File: config.mk
export PLATFORM = sky130hd
export DESIGN_NAME = axi_core_bus_arbiter
export DESIGN_NICKNAME = d
export VERILOG_FILES = /design/src/rtl/riscv_core_pkg.sv /design/src/rtl/rr_arbiter2.sv /design/src/rtl/axi_core_bus_arbiter.sv
export SDC_FILE = /design/constraint.sdc
export NUM_CORES = 1
export LEC_CHECK = 0
export BUFFER_PORTS_ARGS = -buffer_cell sky130_fd_sc_hd__buf_4
export CELL_PAD_IN_SITES_DETAIL_PLACEMENT = 1
export CELL_PAD_IN_SITES_GLOBAL_PLACEMENT = 2
export CORE_MARGIN = 3
export CORE_UTILIZATION = 26
export DETAILED_ROUTE_END_ITERATION = 8
export PLACE_DENSITY_LB_ADDON = 0.1
export SLEW_MARGIN = 20
export SYNTH_ARGS = -nofsm -noshare
export SYNTH_HDL_FRONTEND = slang
export SYNTH_SLANG_ARGS = --single-unit
File: constraint.sdc
create_clock -name clk_i -period 3 [get_ports clk_i]
set_input_delay 0.6 -clock clk_i [delete_from_list [all_inputs] [get_ports clk_i]]
set_output_delay 0.6 -clock clk_i [all_outputs]
set_load 0.005 [all_outputs]
File: src/rtl/riscv_core_pkg.sv
`default_nettype none
// +--------------------------------------------------------------------------+
// | riscv_core_pkg : FSM state types and AXI encodings for the bus arbiter   |
// | Revision 1.0                                                             |
// +--------------------------------------------------------------------------+
package riscv_core_pkg;

  typedef enum logic [1:0] {
    R_IDLE = 2'd0,
    R_ADDR = 2'd1,
    R_DATA = 2'd2
  } rd_fsm_e;

  typedef enum logic [1:0] {
    W_IDLE = 2'd0,
    W_ADDR = 2'd1,
    W_RESP = 2'd2
  } wr_fsm_e;

  localparam logic [2:0] AXI_SIZE_WORD = 3'b010;
  localparam logic [3:0] AXI_CACHE_DEV = 4'b0000;

endpackage
`default_nettype wire

File: src/rtl/rr_arbiter2.sv
`default_nettype none
// +--------------------------------------------------------------------------+
// | rr_arbiter2 : two-requester round-robin arbiter with priority override   |
// | Revision 1.0                                                             |
// +--------------------------------------------------------------------------+
module rr_arbiter2 (
  input  logic       clk_i,
  input  logic       rst_ni,
  input  logic [1:0] req_i,
  input  logic       prio1_i,
  input  logic       accept_i,
  output logic [1:0] gnt_o
);

  // ptr_q = 1 means requester 1 has priority on the next contended cycle
  logic ptr_q;
  logic ptr_d;

  always_comb begin
    gnt_o = req_i;
    if (req_i == 2'b11) begin
      gnt_o = (prio1_i || ptr_q) ? 2'b10 : 2'b01;
    end
    ptr_d = ptr_q;
    if (accept_i && (gnt_o != 2'b00)) begin
      ptr_d = gnt_o[0];
    end
  end

  always_ff @(posedge clk_i or negedge rst_ni) begin
    if (!rst_ni) begin
      ptr_q <= 1'b0;
    end else begin
      ptr_q <= ptr_d;
    end
  end

endmodule
`default_nettype wire

File: src/rtl/axi_core_bus_arbiter.sv
`default_nettype none
// +--------------------------------------------------------------------------+
// | axi_core_bus_arbiter : merges core I-read, D-read and D-write ports onto |
// | one AXI4-lite master, one read and one write outstanding. Revision 1.0   |
// +--------------------------------------------------------------------------+
module axi_core_bus_arbiter
  import riscv_core_pkg::*;
#(
  parameter string ARB_MODE   = "RR",
  parameter int    ADDR_WIDTH = 32,
  parameter int    DATA_WIDTH = 32
) (
  input  logic                  clk_i,
  input  logic                  rst_ni,
  input  logic                  i_arvalid_i,
  output logic                  i_arready_o,
  input  logic [ADDR_WIDTH-1:0] i_araddr_i,
  input  logic [2:0]            i_arprot_i,
  input  logic [3:0]            i_arcache_i,
  input  logic [1:0]            i_arsize_i,
  output logic                  i_rvalid_o,
  input  logic                  i_rready_i,
  output logic [DATA_WIDTH-1:0] i_rdata_o,
  input  logic                  d_arvalid_i,
  output logic                  d_arready_o,
  input  logic [ADDR_WIDTH-1:0] d_araddr_i,
  input  logic [2:0]            d_arprot_i,
  output logic                  d_rvalid_o,
  input  logic                  d_rready_i,
  output logic [DATA_WIDTH-1:0] d_rdata_o,
  input  logic                  d_awvalid_i,
  output logic                  d_awready_o,
  input  logic [ADDR_WIDTH-1:0] d_awaddr_i,
  input  logic [2:0]            d_awprot_i,
  input  logic                  d_wvalid_i,
  output logic                  d_wready_o,
  input  logic [DATA_WIDTH-1:0] d_wdata_i,
  input  logic [3:0]            d_wstrb_i,
  output logic                  d_bvalid_o,
  input  logic                  d_bready_i,
  output logic                  m_arvalid_o,
  input  logic                  m_arready_i,
  output logic [ADDR_WIDTH-1:0] m_araddr_o,
  output logic [2:0]            m_arprot_o,
  output logic [3:0]            m_arcache_o,
  output logic [2:0]            m_arsize_o,
  input  logic                  m_rvalid_i,
  output logic                  m_rready_o,
  input  logic [DATA_WIDTH-1:0] m_rdata_i,
  output logic                  m_awvalid_o,
  input  logic                  m_awready_i,
  output logic [ADDR_WIDTH-1:0] m_awaddr_o,
  output logic [2:0]            m_awprot_o,
  output logic                  m_wvalid_o,
  input  logic                  m_wready_i,
  output logic [DATA_WIDTH-1:0] m_wdata_o,
  output logic [3:0]            m_wstrb_o,
  input  logic                  m_bvalid_i,
  output logic                  m_bready_o,
  output logic                  rd_grant_o
);

  localparam bit DATA_FIRST = (ARB_MODE == "DATA_FIRST");

  rd_fsm_e               rd_state_q, rd_state_d;
  logic                  rd_grant_q, rd_grant_d;
  logic [ADDR_WIDTH-1:0] m_araddr_q, m_araddr_d;
  logic [2:0]            m_arprot_q, m_arprot_d;
  logic [3:0]            m_arcache_q, m_arcache_d;
  logic [2:0]            m_arsize_q, m_arsize_d;

  wr_fsm_e               wr_state_q, wr_state_d;
  logic                  aw_done_q, aw_done_d;
  logic                  w_done_q, w_done_d;
  logic                  w_cap_q, w_cap_d;
  logic [ADDR_WIDTH-1:0] m_awaddr_q, m_awaddr_d;
  logic [2:0]            m_awprot_q, m_awprot_d;
  logic [DATA_WIDTH-1:0] m_wdata_q, m_wdata_d;
  logic [3:0]            m_wstrb_q, m_wstrb_d;

  logic [1:0] rd_req;
  logic [1:0] rd_gnt;
  logic       rd_owns_data;
  logic       wr_start;
  logic       aw_fire;
  logic       w_fire;

  // A data read may only be considered once no write is in flight
  assign rd_req       = {d_arvalid_i && (wr_state_q == W_IDLE), i_arvalid_i};
  assign rd_owns_data = rd_grant_q && (rd_state_q != R_IDLE);
  // A pending data read beats a write that arrives in the same cycle
  assign wr_start     = d_awvalid_i && !d_arvalid_i && !rd_owns_data;

  rr_arbiter2 u_rr_arbiter2 (
    .clk_i    (clk_i),
    .rst_ni   (rst_ni),
    .req_i    (rd_req),
    .prio1_i  (DATA_FIRST),
    .accept_i (rd_state_q == R_IDLE),
    .gnt_o    (rd_gnt)
  );

  always_comb begin
    rd_state_d  = rd_state_q;
    rd_grant_d  = rd_grant_q;
    m_araddr_d  = m_araddr_q;
    m_arprot_d  = m_arprot_q;
    m_arcache_d = m_arcache_q;
    m_arsize_d  = m_arsize_q;
    i_arready_o = 1'b0;
    d_arready_o = 1'b0;
    m_arvalid_o = 1'b0;
    m_rready_o  = 1'b0;
    i_rvalid_o  = 1'b0;
    d_rvalid_o  = 1'b0;
    i_rdata_o   = '0;
    d_rdata_o   = '0;
    case (rd_state_q)
      R_IDLE: begin
        if (rd_gnt[0]) begin
          i_arready_o = 1'b1;
          rd_grant_d  = 1'b0;
          m_araddr_d  = i_araddr_i;
          m_arprot_d  = i_arprot_i;
          m_arcache_d = i_arcache_i;
          m_arsize_d  = {1'b0, i_arsize_i};
          rd_state_d  = R_ADDR;
        end else if (rd_gnt[1]) begin
          d_arready_o = 1'b1;
          rd_grant_d  = 1'b1;
          m_araddr_d  = d_araddr_i;
          m_arprot_d  = d_arprot_i;
          m_arcache_d = AXI_CACHE_DEV;
          m_arsize_d  = AXI_SIZE_WORD;
          rd_state_d  = R_ADDR;
        end
      end
      R_ADDR: begin
        m_arvalid_o = 1'b1;
        if (m_arready_i) begin
          rd_state_d = R_DATA;
        end
      end
      R_DATA: begin
        if (rd_grant_q) begin
          d_rvalid_o = m_rvalid_i;
          d_rdata_o  = m_rdata_i;
          m_rready_o = d_rready_i;
        end else begin
          i_rvalid_o = m_rvalid_i;
          i_rdata_o  = m_rdata_i;
          m_rready_o = i_rready_i;
        end
        if (m_rvalid_i && m_rready_o) begin
          rd_state_d = R_IDLE;
        end
      end
      default: rd_state_d = R_IDLE;
    endcase
  end

  always_comb begin
    wr_state_d  = wr_state_q;
    aw_done_d   = aw_done_q;
    w_done_d    = w_done_q;
    w_cap_d     = w_cap_q;
    m_awaddr_d  = m_awaddr_q;
    m_awprot_d  = m_awprot_q;
    m_wdata_d   = m_wdata_q;
    m_wstrb_d   = m_wstrb_q;
    d_awready_o = 1'b0;
    d_wready_o  = 1'b0;
    d_bvalid_o  = 1'b0;
    m_awvalid_o = 1'b0;
    m_wvalid_o  = 1'b0;
    m_bready_o  = 1'b0;
    aw_fire     = 1'b0;
    w_fire      = 1'b0;
    case (wr_state_q)
      W_IDLE: begin
        if (wr_start) begin
          d_awready_o = 1'b1;
          m_awaddr_d  = d_awaddr_i;
          m_awprot_d  = d_awprot_i;
          aw_done_d   = 1'b0;
          w_done_d    = 1'b0;
          w_cap_d     = 1'b0;
          if (d_wvalid_i) begin
            d_wready_o = 1'b1;
            m_wdata_d  = d_wdata_i;
            m_wstrb_d  = d_wstrb_i;
            w_cap_d    = 1'b1;
          end
          wr_state_d = W_ADDR;
        end
      end
      W_ADDR: begin
        m_awvalid_o = !aw_done_q;
        m_wvalid_o  = w_cap_q && !w_done_q;
        d_wready_o  = !w_cap_q;
        if (!w_cap_q && d_wvalid_i) begin
          m_wdata_d = d_wdata_i;
          m_wstrb_d = d_wstrb_i;
          w_cap_d   = 1'b1;
        end
        aw_fire   = !aw_done_q && m_awready_i;
        w_fire    = w_cap_q && !w_done_q && m_wready_i;
        aw_done_d = aw_done_q || aw_fire;
        w_done_d  = w_done_q || w_fire;
        if (aw_done_d && w_done_d) begin
          wr_state_d = W_RESP;
        end
      end
      W_RESP: begin
        d_bvalid_o = m_bvalid_i;
        m_bready_o = d_bready_i;
        if (m_bvalid_i && d_bready_i) begin
          wr_state_d = W_IDLE;
        end
      end
      default: wr_state_d = W_IDLE;
    endcase
  end

  always_ff @(posedge clk_i or negedge rst_ni) begin
    if (!rst_ni) begin
      rd_state_q  <= R_IDLE;
      rd_grant_q  <= 1'b0;
      m_araddr_q  <= '0;
      m_arprot_q  <= '0;
      m_arcache_q <= '0;
      m_arsize_q  <= '0;
      wr_state_q  <= W_IDLE;
      aw_done_q   <= 1'b0;
      w_done_q    <= 1'b0;
      w_cap_q     <= 1'b0;
      m_awaddr_q  <= '0;
      m_awprot_q  <= '0;
      m_wdata_q   <= '0;
      m_wstrb_q   <= '0;
    end else begin
      rd_state_q  <= rd_state_d;
      rd_grant_q  <= rd_grant_d;
      m_araddr_q  <= m_araddr_d;
      m_arprot_q  <= m_arprot_d;
      m_arcache_q <= m_arcache_d;
      m_arsize_q  <= m_arsize_d;
      wr_state_q  <= wr_state_d;
      aw_done_q   <= aw_done_d;
      w_done_q    <= w_done_d;
      w_cap_q     <= w_cap_d;
      m_awaddr_q  <= m_awaddr_d;
      m_awprot_q  <= m_awprot_d;
      m_wdata_q   <= m_wdata_d;
      m_wstrb_q   <= m_wstrb_d;
    end
  end

  assign rd_grant_o  = rd_grant_q;
  assign m_araddr_o  = m_araddr_q;
  assign m_arprot_o  = m_arprot_q;
  assign m_arcache_o = m_arcache_q;
  assign m_arsize_o  = m_arsize_q;
  assign m_awaddr_o  = m_awaddr_q;
  assign m_awprot_o  = m_awprot_q;
  assign m_wdata_o   = m_wdata_q;
  assign m_wstrb_o   = m_wstrb_q;

endmodule
`default_nettype wire

# Word level (Yosys, flattened, before mapping)
# Cells that the tools add are included.
[totals]
word_cells = 120
register_bits = 122
in_bits = 193
output_inout_bits = 190
[op_classes]
reduce_logical = 31
mux = 61
eq_ne = 13
[ops]
columns = ["op", "count"]
rows = [
  ["$mux 32", 9],
  ["$pmux 32 s2", 1],
  ["$mux 1", 26],
  ["$mux 4", 5],
  ["$mux 2", 9],
  ["$ne 2x2->1 const B", 7],
  ["$logic_and 1x1->1", 12],
  ["$mux 3", 4],
  ["$pmux 2 s3", 2],
  ["$reduce_and 3->1", 3],
  ["$pmux 1 s2", 4],
  ["$pmux 4 s2", 1],
  ["$eq 2x2->1 const B", 3],
  ["$reduce_and 2->1", 3],
  ["$reduce_bool 2->1", 3],
  ["$logic_not 1->1", 5],
  ["$eq 2x1->1 const B", 2],
  ["$logic_not 2->1", 2],
  ["$reduce_and 4->1", 1],
  ["$ne 3x3->1 const B", 1],
  ["$logic_or 1x1->1", 2],
]

# Longest topological paths before layout
# Gate-level depths: netlist (run 1).
[depth]
ltp_word = 7
ltp_mapped = 6

# Hierarchy
# A second synthesis (run 1) with hierarchy kept.
[hier_totals]
hier_cells = 421
hier_area_um2 = 5858.1
[by_module_without_submodules]
columns = ["mod", "cells_each", "area_per_inst_um2", "instances", "seq_area_each_um2"]
rows = [
  ["axi_core_bus_arbiter", 413, 5781.8, 1, 3002.9],
  ["rr_arbiter2", 8, 76.3, 1, 25.0],
]

# Worst setup path before layout (run 1)
# No wires, ideal clock.
[synth_path]
kind = "in2out"
startpoint = "input port d_arvalid_i"
endpoint = "output port d_arready_o"
n_path_buf = 2
path_stages = 4
required_ns = 2.400
t_arrival_ns = 1.452
setup_slack_ns = 0.948
cell_sequence = "or3b_1 buf_6 buf_6 nor3_1"
[synth_between]
elab_chain_len = 6
[synth_rtl]
columns = ["item", "line_no", "source"]
rows = [
  ["start: declaration", "axi_core_bus_arbiter.sv:24", "input logic d_arvalid_i,"],
  ["$logic_and 1x1->1 *", "axi_core_bus_arbiter.sv:89", "assign rd_req = {d_arvalid_i && (wr_state_q == W_IDLE), i_arvalid_i};"],
  ["$eq 2x2->1", "rr_arbiter2.sv:21", "if (req_i == 2'b11) begin"],
  ["$mux 2 *", "rr_arbiter2.sv:21", ""],
  ["$mux 1", "axi_core_bus_arbiter.sv:128", "end else if (rd_gnt[1]) begin"],
  ["$mux 1 *", "axi_core_bus_arbiter.sv:120", "if (rd_gnt[0]) begin"],
  ["$mux 1 *", "axi_core_bus_arbiter.sv:118", "case (rd_state_q)"],
  ["end: declaration", "axi_core_bus_arbiter.sv:25", "output logic d_arready_o,"],
]
# Mark *: on every way between the ends. The rest lies on a longest branch, timed or not.

# Final worst setup path (run 1)
[layout_path]
startpoint = "register wr_state_q[1]"
endpoint = "output port d_arready_o"
[layout_between]
elab_chain_len = 7
[layout_rtl]
columns = ["item", "line_no", "source"]
rows = [
  ["start: declaration", "axi_core_bus_arbiter.sv:72", "wr_fsm_e wr_state_q, wr_state_d;"],
  ["start signal: assignment", "axi_core_bus_arbiter.sv:248", "wr_state_q <= wr_state_d;"],
  ["$logic_not 2->1 *", "axi_core_bus_arbiter.sv:89", ""],
  ["$logic_and 1x1->1 *", "axi_core_bus_arbiter.sv:89", ""],
  ["$eq 2x2->1", "rr_arbiter2.sv:21", ""],
  ["$mux 2 *", "rr_arbiter2.sv:21", ""],
  ["$mux 1", "axi_core_bus_arbiter.sv:128", ""],
  ["$mux 1 *", "axi_core_bus_arbiter.sv:120", ""],
  ["$mux 1 *", "axi_core_bus_arbiter.sv:118", ""],
]
# Marks and branches as above.

==> results of run 1 <==
==> state kept, by name, summed over array words and instances, names as in the netlist, 3 cells and up <==
| signal | flops |
|---|---|
| m_wdata_o | 32 |
| m_arcache_o | 4 |
| m_arprot_o | 3 |
| m_awaddr_o | 32 |
| m_araddr_o | 32 |
| m_wstrb_o | 4 |
| m_awprot_o | 3 |
==> path summary, 6_finish.rpt <==
path | start | to | slack, ps | cells after the start
setup / recovery | wr_state_q[1]$_DFFE_PN0P_ | d_arready_o | 530 | 3
hold / removal | rst_ni | m_araddr_o[8]$_DFFE_PN0P_ | 230 | 1
setup reg to reg | wr_state_q[1]$_DFFE_PN0P_ | m_araddr_o[25]$_DFFE_PN0P_ | 950 | 4
hold reg to reg | m_arcache_o[3]$_DFFE_PN0P_ | m_arcache_o[3]$_DFFE_PN0P_ | 510 | 1
max in group asynchronous | rst_ni | m_araddr_o[22]$_DFFE_PN0P_ | 1990 | 2
min in group clk_i | i_arcache_i[1] | m_arcache_o[1]$_DFFE_PN0P_ | 410 | 2
==> cell families (layout without fill, tap and decap cells) <==
family,Yosys count,after routing
and+or+nand+nor,209,209
other,1,2
buffers and inverters,69,439
muxes,37,37
AOI/OAI and AO/OA,131,131
DFF,121,121
==> placed cells by master, fill, tap and decap left out, types with 2 or more instances in the layout <==
| cell | Yosys | final |
|---|---|---|
| a21o_1 | 3 | 3 |
| a21oi_1 | 4 | 4 |
| a221o_1 | 4 | 4 |
| a22o_1 | 7 | 7 |
| a22oi_1 | 36 | 36 |
| and2_1 | 66 | 66 |
| buf_4 | 1 | 401 |
| bufinv_16 | 0 | 2 |
| clkbuf_16 | 0 | 17 |
| clkinv_4 | 0 | 3 |
| clkinvlp_4 | 0 | 2 |
| dfrtp_1 | 121 | 121 |
| inv_1 | 5 | 5 |
| inv_6 | 0 | 5 |
| mux2_2 | 36 | 36 |
| nand2b_1 | 4 | 4 |
| nand3_1 | 40 | 40 |
| nand4_1 | 36 | 36 |
| nor2_1 | 8 | 8 |
| nor2b_2 | 0 | 2 |
| nor3_1 | 3 | 3 |
| nor3b_1 | 4 | 4 |
| nor4b_1 | 4 | 4 |
| o211ai_1 | 36 | 36 |
| o21a_1 | 2 | 2 |
| o21ai_0 | 4 | 4 |
| o221a_2 | 31 | 31 |
| or4_1 | 31 | 31 |
==> stage by stage <==
step | total power, uW | hold slack, ps | cell area (um^2) | utilization (%)
3_3_place_gp | 7000 | 477 | 9340 | 40.6
3_5_place_dp | 7190 | 487 | 9340 | 40.6
5_1_grt | 9800 | 269 | 9930 | 43.2
2_1_floorplan | 4900 | 304 | 6160 | -
6_report | 9170 | 231 | 9930 | 43.2
4_1_cts | 9320 | 256 | 9930 | 43.2
==> cell type report <==
class	instances	area [um^2]
Multi-Input combinational cell	378	2870
Inverter	5	18.8
Clock inverter	14	161
Timing Repair Buffer	402	3030
Tap cell	313	392
Antenna cell	1	2.50
Clock buffer	18	429
Fill cell	2650	13100
Sequential cell	121	3030
==> Yosys cell counts, types with 2 or more instances <==
library cell | count | area (um^2)
a22o_1 | 7 | 61.3
nor3_1 | 3 | 15.0
o21ai_0 | 4 | 20.0
a22oi_1 | 36 | 270
a221o_1 | 4 | 40.0
o211ai_1 | 36 | 270
a21oi_1 | 4 | 20.0
nor4bb_1 | 2 | 20.0
o21a_1 | 2 | 15.0
nand2b_1 | 4 | 25.0
mux2_2 | 36 | 405
nor4b_1 | 4 | 35.0
nand3_1 | 40 | 200
nor2_1 | 8 | 30.0
buf_2 | 4 | 20.0
o221a_2 | 31 | 349
nor3b_1 | 4 | 30.0
buf_1 | 8 | 30.0
buf_6 | 5 | 56.3
nand4_1 | 36 | 225
and2_1 | 66 | 413
inv_1 | 5 | 18.8
nor2b_1 | 3 | 18.8
or4_1 | 31 | 233
dfrtp_1 | 121 | 3030
a21o_1 | 3 | 22.5
clkbuf_1 | 46 | 173
==> metal layers <==
layer / wire [um] / vias up
li1: - / 2917
met1: 10300 / 3141
met2: 14100 / 261
met3: 2330 / 20
met4: 310 / 2
met5: 20 / -
==> where the power goes <==
| part | total [uW] | switching [uW] | internal (uW) |
|---|---|---|---|
| logic | 4180 | 1910 | 2270 |
| registers | 2920 | 545 | 2380 |
| clock network | 2070 | 824 | 1240 |
| total | 9170 | 3280 | 5890 |
==> out/metrics.csv, run 1 <==
stage,metric,value,unit
global_route,global-route wire length before repair,41800,um
synth,"EDFF count, synth",0,
routing,DRC,0,
sta,Max Fclk,404,MHz
clock_network,Clock Tree Root,clkbuf_16,
sta,final hold vios,0,
pwr,Power Density,924,mW/mm^2
routing,Wirelength per Cell,21.7,um
hold_path,Hold WC Path Type,input pin to async pin,
sta,Setup Skew,11.8,ps
sta,Tmin final,2470,ps
worst_setup_path,CP arrival,1870,ps
sta,Tcrit/Tclk final,82.4,%
clock_network,post-cts sizing count,0,
synth,unique cell type count in the Yosys netlist,42,
sta,final setup fails,0,
synth,post-synthesis mux area share,6.74,%
placement,placed cell count,1219,
routing,ANT nets after route,0,
global_route,largest net degree at the start of global routing,58,
synth,Post-Synth XOR/XNOR Area,0,%
synth,Mapped Nets,761,
worst_setup_path,Critical Path Start Type,register,
sta,RSZ-0062 raised after global routing,no,
synth,Adder-Cell Fraction of Synth Area,0,%
synth,Mapped Cells,568,
worst_setup_path,Setup crit end kind,output pin,
floorplan,Die Y,160,um
floorplan,die area,0.0256,mm^2
synth,Synth Cell Area,0.00616,mm^2
floorplan,initial core utilization,26.8,%
placement,DPL Wire Length,19700,um
worst_setup_path,crit path max fanout,13,
synth,Synth Register Bits,121,
worst_setup_path,critical path required time,2400,ps
clock_network,total CTS buffers,17,
clock_network,Hold Buf Count CTS,0,
cells_and_area,Total Nets Final,1118,
floorplan,Ports,383,
worst_setup_path,Max stage delay on crit path,550,ps
global_route,met1 usage,23.3,%
sta,Slew HR,38.0,%
cells_and_area,Layout Cells excl Fill,1252,
clock_network,CTS max path bufs,2,
job,Max-cap violations,0,
routing,drt pass-1 iters,5,
global_route,gr busiest metal,met2,
worst_setup_path,critical-path cell list,"or3b_1, nor3_1, buf_4",
cells_and_area,P&R area growth vs syn,61.1,%
routing,final wirelength,27100,um
sta,final setup TNS,0,ps
synth,"Seq/Total Area, Yosys",49.1,%
placement,Placer Congestion,0.834,
global_route,GRT Resource Usage Total,20.6,%
clock_network,setup repair bufs after CTS,0,
worst_setup_path,WP buf/inv,1,
global_route,global route overflow,0,
routing,1st-iter DRT viols,303,
clock_network,clock insertion delay at the later pin of the skew report,420,ps
worst_setup_path,Slowest cell on crit path,dfrtp_1,
placement,setup slack after placement,788,ps
worst_setup_path,crit-path leading delay family,simple AND/OR/NAND/NOR gates,
floorplan,row count,55,
sta,worst-margin pin slew,931,ps
worst_setup_path,Crit Path Class,register to output pin,
global_route,initial antenna violation count,2,
clock_network,CTS tree,yes,
routing,DR vias/cell,5.06,
pwr,maximum vdd drop,0.320,mV
global_route,number of global-route vias before repair,6911,
synth,largest family of logic cells by synthesized area,simple AND/OR/NAND/NOR gates,
routing,routed vias,6341,
clock_network,clock sink count,121,
pwr,Leakage,0.00451,uW
floorplan,Die X,160,um
synth,most common flop cell mapped by yosys,dfrtp_1,
global_route,met2 Track Usage GR,36.6,%
synth,syn avg cell area,10.9,um^2
cells_and_area,share of cells above drive strength 1,54.1,%
global_route,grt met3 use,8.07,%
synth,compound-gate portion of the synthesized area,17.8,%
clock_network,CTS clock-pin slew for the worst setup and hold paths,60,ps
synth,Synth Area in Simple Gates,21.3,%
placement,IO buf count,381,
clock_network,H-tree depth,4,
synth,"FFs w/ async S/R, synth",100,%
synth,Ys Warns,0,
run_status,run status,completed,
floorplan,total core area,0.0230,mm^2
sta,final worst slack,528,ps
sta,fin. max-slew vios,0,
Note: power is estimated with default switching activity, not from simulation.
==> run 2, diff against run 1 <==
--- a/config.mk
+++ b/config.mk
@@ -5,11 +5,12 @@
 export SDC_FILE = /design/constraint.sdc
 export NUM_CORES = 1
 export LEC_CHECK = 0
+export ABC_AREA = 1
 export BUFFER_PORTS_ARGS = -buffer_cell sky130_fd_sc_hd__buf_4
 export CELL_PAD_IN_SITES_DETAIL_PLACEMENT = 1
 export CELL_PAD_IN_SITES_GLOBAL_PLACEMENT = 2
 export CORE_MARGIN = 3
-export CORE_UTILIZATION = 26
+export CORE_UTILIZATION = 21
 export DETAILED_ROUTE_END_ITERATION = 8
 export PLACE_DENSITY_LB_ADDON = 0.1
 export SLEW_MARGIN = 20
==> constraint.sdc (replaced) <==
create_clock -name clk_i -period 2.3 [get_ports clk_i]
set_input_delay 0.46 -clock clk_i [delete_from_list [all_inputs] [get_ports clk_i]]
set_output_delay 0.46 -clock clk_i [all_outputs]
set_load 0.005 [all_outputs]
==> run 2 against run 1 <==
  * Non-clock buffer count decreased by 1
  * Global-route usage shrank 3.2 points
  * Core utilization fell by 7.3 points
  * Count of clock-buffer cells in the layout fell by 1
  * Via count grew 1.8%
  * Highest routed layer unchanged
==> out/metrics.csv, run 2 <==
stage,metric,value,unit,change
cells_and_area,"final std cell area, no fill",0.00984,mm^2,-0.89%
synth,Area contributors post-synth,"dfrtp_1 51%, nand2_1 17%, nand3_1 12%",,
routing,DRC,0,,unchanged
global_route,GRT Resource Usage Total,17.4,%,-3.2 points
run_status,run status,completed,,
cells_and_area,post-layout util,35.9,%,-7.3 points
clock_network,CTS max path bufs,2,,unchanged
routing,DR vias/cell,4.14,,-18%
floorplan,Die X,174,um,+9.0%
global_route,global-route wire length before repair,40800,um,-2.5%
cells_and_area,Total Nets Final,1369,,+22%
global_route,initial antenna violation count,1,,-1
routing,Wirelength per Cell,17.2,um,-20%
synth,cell taking the most area after synthesis,dfrtp_1,,
floorplan,initial core utilization,21.7,%,-5.1 points
pwr,Leakage,0.00575,uW,+28%
sta,Setup Skew,10.2,ps,-1.59 ps
synth,Synth top area share,50.9,%,+1.8 points
sta,RSZ-0062 raised after global routing,no,,
synth,Synth Register Bits,121,,unchanged
clock_network,clock sink count,121,,unchanged
routing,1st-iter DRT viols,165,,-46%
floorplan,Die Y,174,um,+9.0%
synth,Synth Area in Simple Gates,35.9,%,+15 points
synth,Post-synth top cells,"271 x nand2_1, 146 x nand3_1, 121 x dfrtp_1",,
pwr,Power Density,1210,mW/mm^2,+32%
placement,dpl cell area,0.00919,mm^2,-1.6%
routing,final wirelength,26900,um,-0.82%
placement,Placer Congestion,0.731,,-12%
clock_network,CTS tree,yes,,
sta,Tcrit/Tclk final,91.6,%,
routing,ANT nets after route,0,,unchanged
cells_and_area,most frequent cells in the layout,"395 x buf_4, 271 x nand2_1, 145 x nand3_1",,
clock_network,H-tree depth,4,,unchanged
synth,Mapped Cells,802,,+41%
cells_and_area,"most common cell after layout, fill and taps aside",buf_4,,
routing,routed vias,6453,,+1.8%
global_route,global route overflow,0,,unchanged
clock_network,total CTS buffers,17,,unchanged
cells_and_area,P&R area growth vs syn,65.4,%,
synth,"FFs w/ async S/R, synth",100,%,unchanged
synth,"Seq/Total Area, Yosys",50.9,%,+1.8 points
sta,final setup TNS,0,ps,unchanged
synth,Mapped Nets,995,,+31%
synth,post-synthesis mux area share,0,%,-6.7 points
floorplan,total core area,0.0274,mm^2,+19%
pwr,maximum vdd drop,0.421,mV,+32%
synth,"EDFF count, synth",0,,unchanged
worst_setup_path,critical path required time,1840,ps,-560 ps
synth,largest family of logic cells by synthesized area,simple AND/OR/NAND/NOR gates,,
synth,Synth Cell Area,0.00595,mm^2,-3.5%
clock_network,Clock Tree Root,clkbuf_16,,
clock_network,Hold Buf Count CTS,1,,+1
worst_setup_path,crit path max fanout,33,,+20
synth,Post-Synth XOR/XNOR Area,0,%,unchanged
clock_network,CTS clock-pin slew for the worst setup and hold paths,70,ps,about the same
worst_setup_path,Crit Path Class,register to output pin,,
job,Max-cap violations,0,,unchanged
cells_and_area,antenna cell count,0,,-1
floorplan,die area,0.0304,mm^2,+19%
synth,Ys Warns,0,,unchanged
sta,Max Fclk,475,MHz,
synth,most frequent cell after synthesis,nand2_1,,
worst_setup_path,CP arrival,1650,ps,-220 ps
worst_setup_path,Setup crit end kind,output pin,,
worst_setup_path,Critical Path Start Type,register,,
routing,drt pass-1 iters,4,,-1
synth,Adder-Cell Fraction of Synth Area,0,%,unchanged
synth,most common flop cell mapped by yosys,dfrtp_1,,
synth,compound-gate portion of the synthesized area,0.967,%,-17 points
sta,Tmin final,2110,ps,
placement,IO buf count,381,,unchanged
clock_network,setup repair bufs after CTS,0,,unchanged
clock_network,post-cts sizing count,0,,unchanged
synth,syn avg cell area,7.42,um^2,-32%
floorplan,Ports,383,,unchanged
cells_and_area,share of cells above drive strength 1,37.6,%,-16 points
sta,hold_ws,236,ps,+5.81 ps
sta,final hold vios,0,,unchanged
hold_path,Hold WC Path Type,input pin to register,,
global_route,largest net degree at the start of global routing,56,,-3.4%
sta,fin. max-slew vios,0,,unchanged
global_route,number of global-route vias before repair,6693,,-3.2%
clock_network,clock insertion delay at the later pin of the skew report,420,ps,about the same
floorplan,row count,60,,+9.1%
placement,DPL Wire Length,20400,um,+3.3%
synth,unique cell type count in the Yosys netlist,22,,-48%
sta,final setup fails,0,,unchanged
run 2: cell types whose count changed after synthesis, moves of 31 or more:
cell | previous run | this run
a22oi_1 | 36 | 0
and2_1 | 66 | 0
clkbuf_1 | 46 | 10
inv_1 | 5 | 105
mux2_2 | 36 | 0
nand2_1 | 1 | 271
nand3_1 | 40 | 146
nand4_1 | 36 | 5
nor2_1 | 8 | 78
o211ai_1 | 36 | 0
o221a_2 | 31 | 0
or4_1 | 31 | 0
run 2: cell type report:
class / instances / area (um^2)
clock inverter: 14 / 220
inverter: 113 / 424
multi-input combinational: 522 / 2200
sequential: 121 / 3030
timing repair buffer: 401 / 3080
fill: 3373 / 17600
clock buffer: 17 / 425
tap: 372 / 465
run 2: through the flow:
step | worst slack, ps | instances | power (uW)
6_report | 194 | 1560 | 12000
5_1_grt | 13.5 | 1560 | 13000
4_1_cts | 149 | 1560 | 12300
3_5_place_dp | 566 | 1528 | 9140
3_3_place_gp | 578 | 1528 | 9100
2_1_floorplan | 690 | 802 | 6080
run 2: final timing paths:
path | startpoint | to | slack (ps) | depth (start not counted)
max reg2reg | wr_state_q[1]$_DFFE_PN0P_ | m_araddr_o[8]$_DFFE_PN0P_ | 690 | 8
max in group asynchronous | rst_ni | m_awaddr_o[27]$_DFFE_PN0P_ | 1210 | 3
min | d_awaddr_i[4] | m_awaddr_o[4]$_DFFE_PN0P_ | 240 | 3
min reg2reg | m_awaddr_o[30]$_DFFE_PN0P_ | m_awaddr_o[30]$_DFFE_PN0P_ | 480 | 2
max | rd_state_q[0]$_DFFE_PN0P_ | d_rdata_o[14] | 190 | 5
min in group asynchronous | rst_ni | m_awaddr_o[2]$_DFFE_PN0P_ | 460 | 2
run 2: critical path, cell delays in order, from the launching register on:
cell	delay (ps)
dfrtp_1	410
nor2_1	180
nand2_1	70
buf_4	240
nor2_1	170
buf_4	150
run 2: layer usage:
layer	GRT usage, %	share of wire [%]	vias up
met5	0	0.048	-
met3	6.99	9.0	14
met1	19.8	39	3018
met2	30.6	50	234
met4	3.75	1.2	2
li1	-	-	3185
run 2: cells by family after synthesis:
kind of cell    Yosys count
buf+inv                 159
simple gates            510
flops                   121
other cells               1
compound gates           11
run 2: report_power, final:
part / internal, uW / leakage (uW) / switching [uW]
clock network: 1930 / 0.000314 / 1070
logic: 2470 / 0.00394 / 2750
registers: 3150 / 0.00150 / 583
total: 7550 / 0.00575 / 4400
==> run 3, diff against run 2 <==
--- a/config.mk
+++ b/config.mk
@@ -16,4 +16,5 @@
 export SLEW_MARGIN = 20
 export SYNTH_ARGS = -nofsm -noshare
 export SYNTH_HDL_FRONTEND = slang
+export SYNTH_HIERARCHICAL = 1
 export SYNTH_SLANG_ARGS = --single-unit
==> run 3 against run 2 <==
  * Clock power fell by 6%
  * Routed wire length fell by 13%
  * Critical path depth rose by 1
  * Die area fell by 7.2%
  * Critical path type unchanged
  * Non-clock buffer count fell by 3
  * Synthesized cell count fell by 14%
  * Area after synthesis fell by 7.4%
==> out/metrics.csv, run 3 <==
stage,metric,value,unit,change
synth,Post-synth top cells,"261 x nand2_1, 121 x dfrtp_1, 111 x nor2_1",,
placement,Placer Congestion,0.754,,+3.1%
pwr,maximum vdd drop,0.424,mV,+0.74%
synth,Area contributors post-synth,"dfrtp_1 55%, nand2_1 18%, nor2_1 7.6%",,
placement,DPL Wire Length,17800,um,-12%
clock_network,CTS clock-pin slew for the worst setup and hold paths,60,ps,about the same
worst_setup_path,crit path max fanout,33,,unchanged
synth,Synth Cell Area,0.00551,mm^2,-7.4%
worst_setup_path,Critical Path Start Type,register,,
sta,Tmin final,2140,ps,+34.1 ps
clock_network,CTS tree,yes,,
synth,cell taking the most area after synthesis,dfrtp_1,,
synth,syn avg cell area,7.99,um^2,+7.6%
global_route,global-route wire length before repair,36300,um,-11%
global_route,global route overflow,0,,unchanged
synth,"FFs w/ async S/R, synth",100,%,unchanged
global_route,GRT Resource Usage Total,16.3,%,-1.0 points
clock_network,clock insertion delay at the later pin of the skew report,420,ps,about the same
routing,DRC,0,,unchanged
worst_setup_path,Setup crit end kind,output pin,,
synth,Mapped Cells,690,,-14%
cells_and_area,Total Nets Final,1263,,-7.7%
synth,most frequent cell after synthesis,nand2_1,,
synth,"EDFF count, synth",0,,unchanged
routing,final wirelength,23500,um,-13%
floorplan,die area,0.0282,mm^2,-7.2%
worst_setup_path,CP arrival,1680,ps,+30 ps
cells_and_area,antenna cell count,0,,unchanged
run_status,run status,completed,,
sta,final setup TNS,0,ps,unchanged
sta,Max Fclk,467,MHz,-1.6%
floorplan,Die Y,168,um,-3.6%
worst_setup_path,Slowest cell on crit path,dfrtp_2,,
cells_and_area,P&R area growth vs syn,70.4,%,
floorplan,Ports,383,,unchanged
clock_network,CTS max path bufs,2,,unchanged
routing,Met3 Wirelength,2660,um,+10%
worst_setup_path,WP buf/inv,3,,+1
clock_network,clock sink count,121,,unchanged
sta,Tcrit/Tclk final,93.1,%,+1.5 points
floorplan,initial core utilization,21.6,%,-0.084 points
placement,IO buf count,381,,unchanged
floorplan,total core area,0.0255,mm^2,-7.0%
cells_and_area,share of cells above drive strength 1,41.5,%,+3.9 points
routing,routed vias,5906,,-8.5%
sta,final setup fails,0,,unchanged
synth,most common flop cell mapped by yosys,dfrtp_1,,
placement,placed cell count,1379,,-9.8%
synth,Synth Register Bits,121,,unchanged
clock_network,H-tree depth,4,,unchanged
routing,Top Metal Used,met5,,
worst_setup_path,critical-path cell list,"inv_1, nor2_2, nand2_1, buf_4, nor2_1, buf_4",,
global_route,initial antenna violation count,1,,unchanged
floorplan,row count,58,,-3.3%
synth,"Seq/Total Area, Yosys",55.0,%,+4.1 points
worst_setup_path,Crit Path Class,register to output pin,,
synth,Ys Warns,6,,+6
cells_and_area,Layout Cells excl Fill,1412,,-9.5%
worst_setup_path,CP dominant cell by count,buf_4,,
sta,fin. max-slew vios,0,,unchanged
synth,unique cell type count in the Yosys netlist,30,,+36%
worst_setup_path,critical path required time,1840,ps,about the same
routing,drt pass-1 iters,4,,unchanged
pwr,Leakage,0.00516,uW,-10%
clock_network,Clock Tree Root,clkbuf_16,,
worst_setup_path,Max stage delay on crit path,450,ps,+40 ps
sta,RSZ-0062 raised after global routing,no,,
routing,Met2 Wirelength,11300,um,-17%
hold_path,Hold WC Path Type,input pin to register,,
job,Max-cap violations,0,,unchanged
routing,DR vias/cell,4.18,,+1.1%
global_route,number of global-route vias before repair,6215,,-7.1%
routing,ANT nets after route,0,,unchanged
sta,final hold vios,0,,unchanged
routing,WL met1,9140,um,-14%
routing,Wirelength per Cell,16.6,um,-3.5%
sta,Setup Skew,14.2,ps,+3.98 ps
cells_and_area,post-layout util,36.9,%,+0.96 points
cells_and_area,"most common cell after layout, fill and taps aside",buf_4,,
pwr,Power Density,1270,mW/mm^2,+4.3%
cells_and_area,most frequent cells in the layout,"393 x buf_4, 260 x nand2_1, 120 x dfrtp_1",,
floorplan,Die X,168,um,-3.6%
synth,Synth top area share,55.0,%,+4.1 points
worst_setup_path,crit-path leading delay family,buffers and inverters,,
routing,1st-iter DRT viols,181,,+9.7%
clock_network,total CTS buffers,17,,unchanged
global_route,largest net degree at the start of global routing,72,,+29%
[run 3: cell count changes in the layout (fill, tap and decap cells not counted), moves of 3 or more]
| cell | delta |
|---|---|
| nand4_1 | -5 |
| inv_1 | -60 |
| a31oi_1 | +35 |
| nor2_1 | +31 |
| a22o_1 | +5 |
| nor2_2 | +3 |
| nand2_1 | -11 |
| inv_2 | -4 |
| nand3_1 | -107 |
[run 3: per-stage QoR]
step	cell area (um^2)	total power (uW)	hold slack, ps	setup slack, ps
2_1_floorplan	5510	6250	164	458
3_3_place_gp	8740	9170	456	319
3_5_place_dp	8740	9240	450	247
4_1_cts	9370	12200	217	17.2
5_1_grt	9390	12900	215	13.9
6_report	9390	11900	235	160
[run 3: cell type report]
cell class / instances / area, um^2
Inverter: 50 / 188
Multi-Input combinational cell: 482 / 2100
Tap cell: 330 / 413
Timing Repair Buffer: 398 / 3040
Clock buffer: 19 / 453
Clock inverter: 12 / 165
Sequential cell: 121 / 3030
Fill cell: 3070 / 16100
[run 3: layer usage]
layer	track usage, %	vias up
met1	19.2	2735
met2	27.0	241
met4	4.62	2
met5	0	-
li1	-	2904
met3	7.47	24
[run 3: worst register-to-register path, stage by stage, from the launching register on]
cell,delay [ps]
dfrtp_1,460
o21ai_1,200
nand3_2,130
buf_4,230
nand2_4,320
nand2_8,260
nand2_1,170
nand2_1,60
[run 3: what timing repair did]
action,CTS,global route
gates resized for setup,3,5
hold buffers,1,0
endpoints found under the setup margin,2,69
endpoints found under the hold margin,2,0
pin swaps,0,1
setup buffers,0,1
[run 3: where the power goes]
part           internal (uW)  leakage, uW  switching, uW
sequential              3170      0.00146            597
clock                   1770     0.000293           1050
combinational           2550      0.00340           2770
[run 3: kinds of logic after synthesis]
kind of cell    count (synthesis)  share of synthesized area, %
simple gates                  422                          30.9
flops                         121                          54.9
buf+inv                        88                          7.24
compound gates                 57                          6.70
mux                             1                         0.182
other cells                     1                        0.0681
[run 3: worst paths after layout]
| kind | startpoint | to | slack (ps) | depth (start not counted) |
|---|---|---|---|---|
| hold reg to reg | m_wdata_o[10]$_DFFE_PN0P_ | m_wdata_o[10]$_DFFE_PN0P_ | 470 | 2 |
| hold / removal | d_awaddr_i[25] | m_awaddr_o[25]$_DFFE_PN0P_ | 230 | 3 |
| min in group asynchronous | rst_ni | m_wstrb_o[2]$_DFFE_PN0P_ | 540 | 2 |
| setup reg to reg | rd_state_q[0]$_DFFE_PN0P_ | m_wdata_o[21]$_DFFE_PN0P_ | 360 | 7 |
| setup / recovery | rd_state_q[1]$_DFFE_PN0P_ | d_rdata_o[27] | 160 | 6 |
| max in group asynchronous | rst_ni | m_arprot_o[2]$_DFFE_PN0P_ | 1020 | 3 |
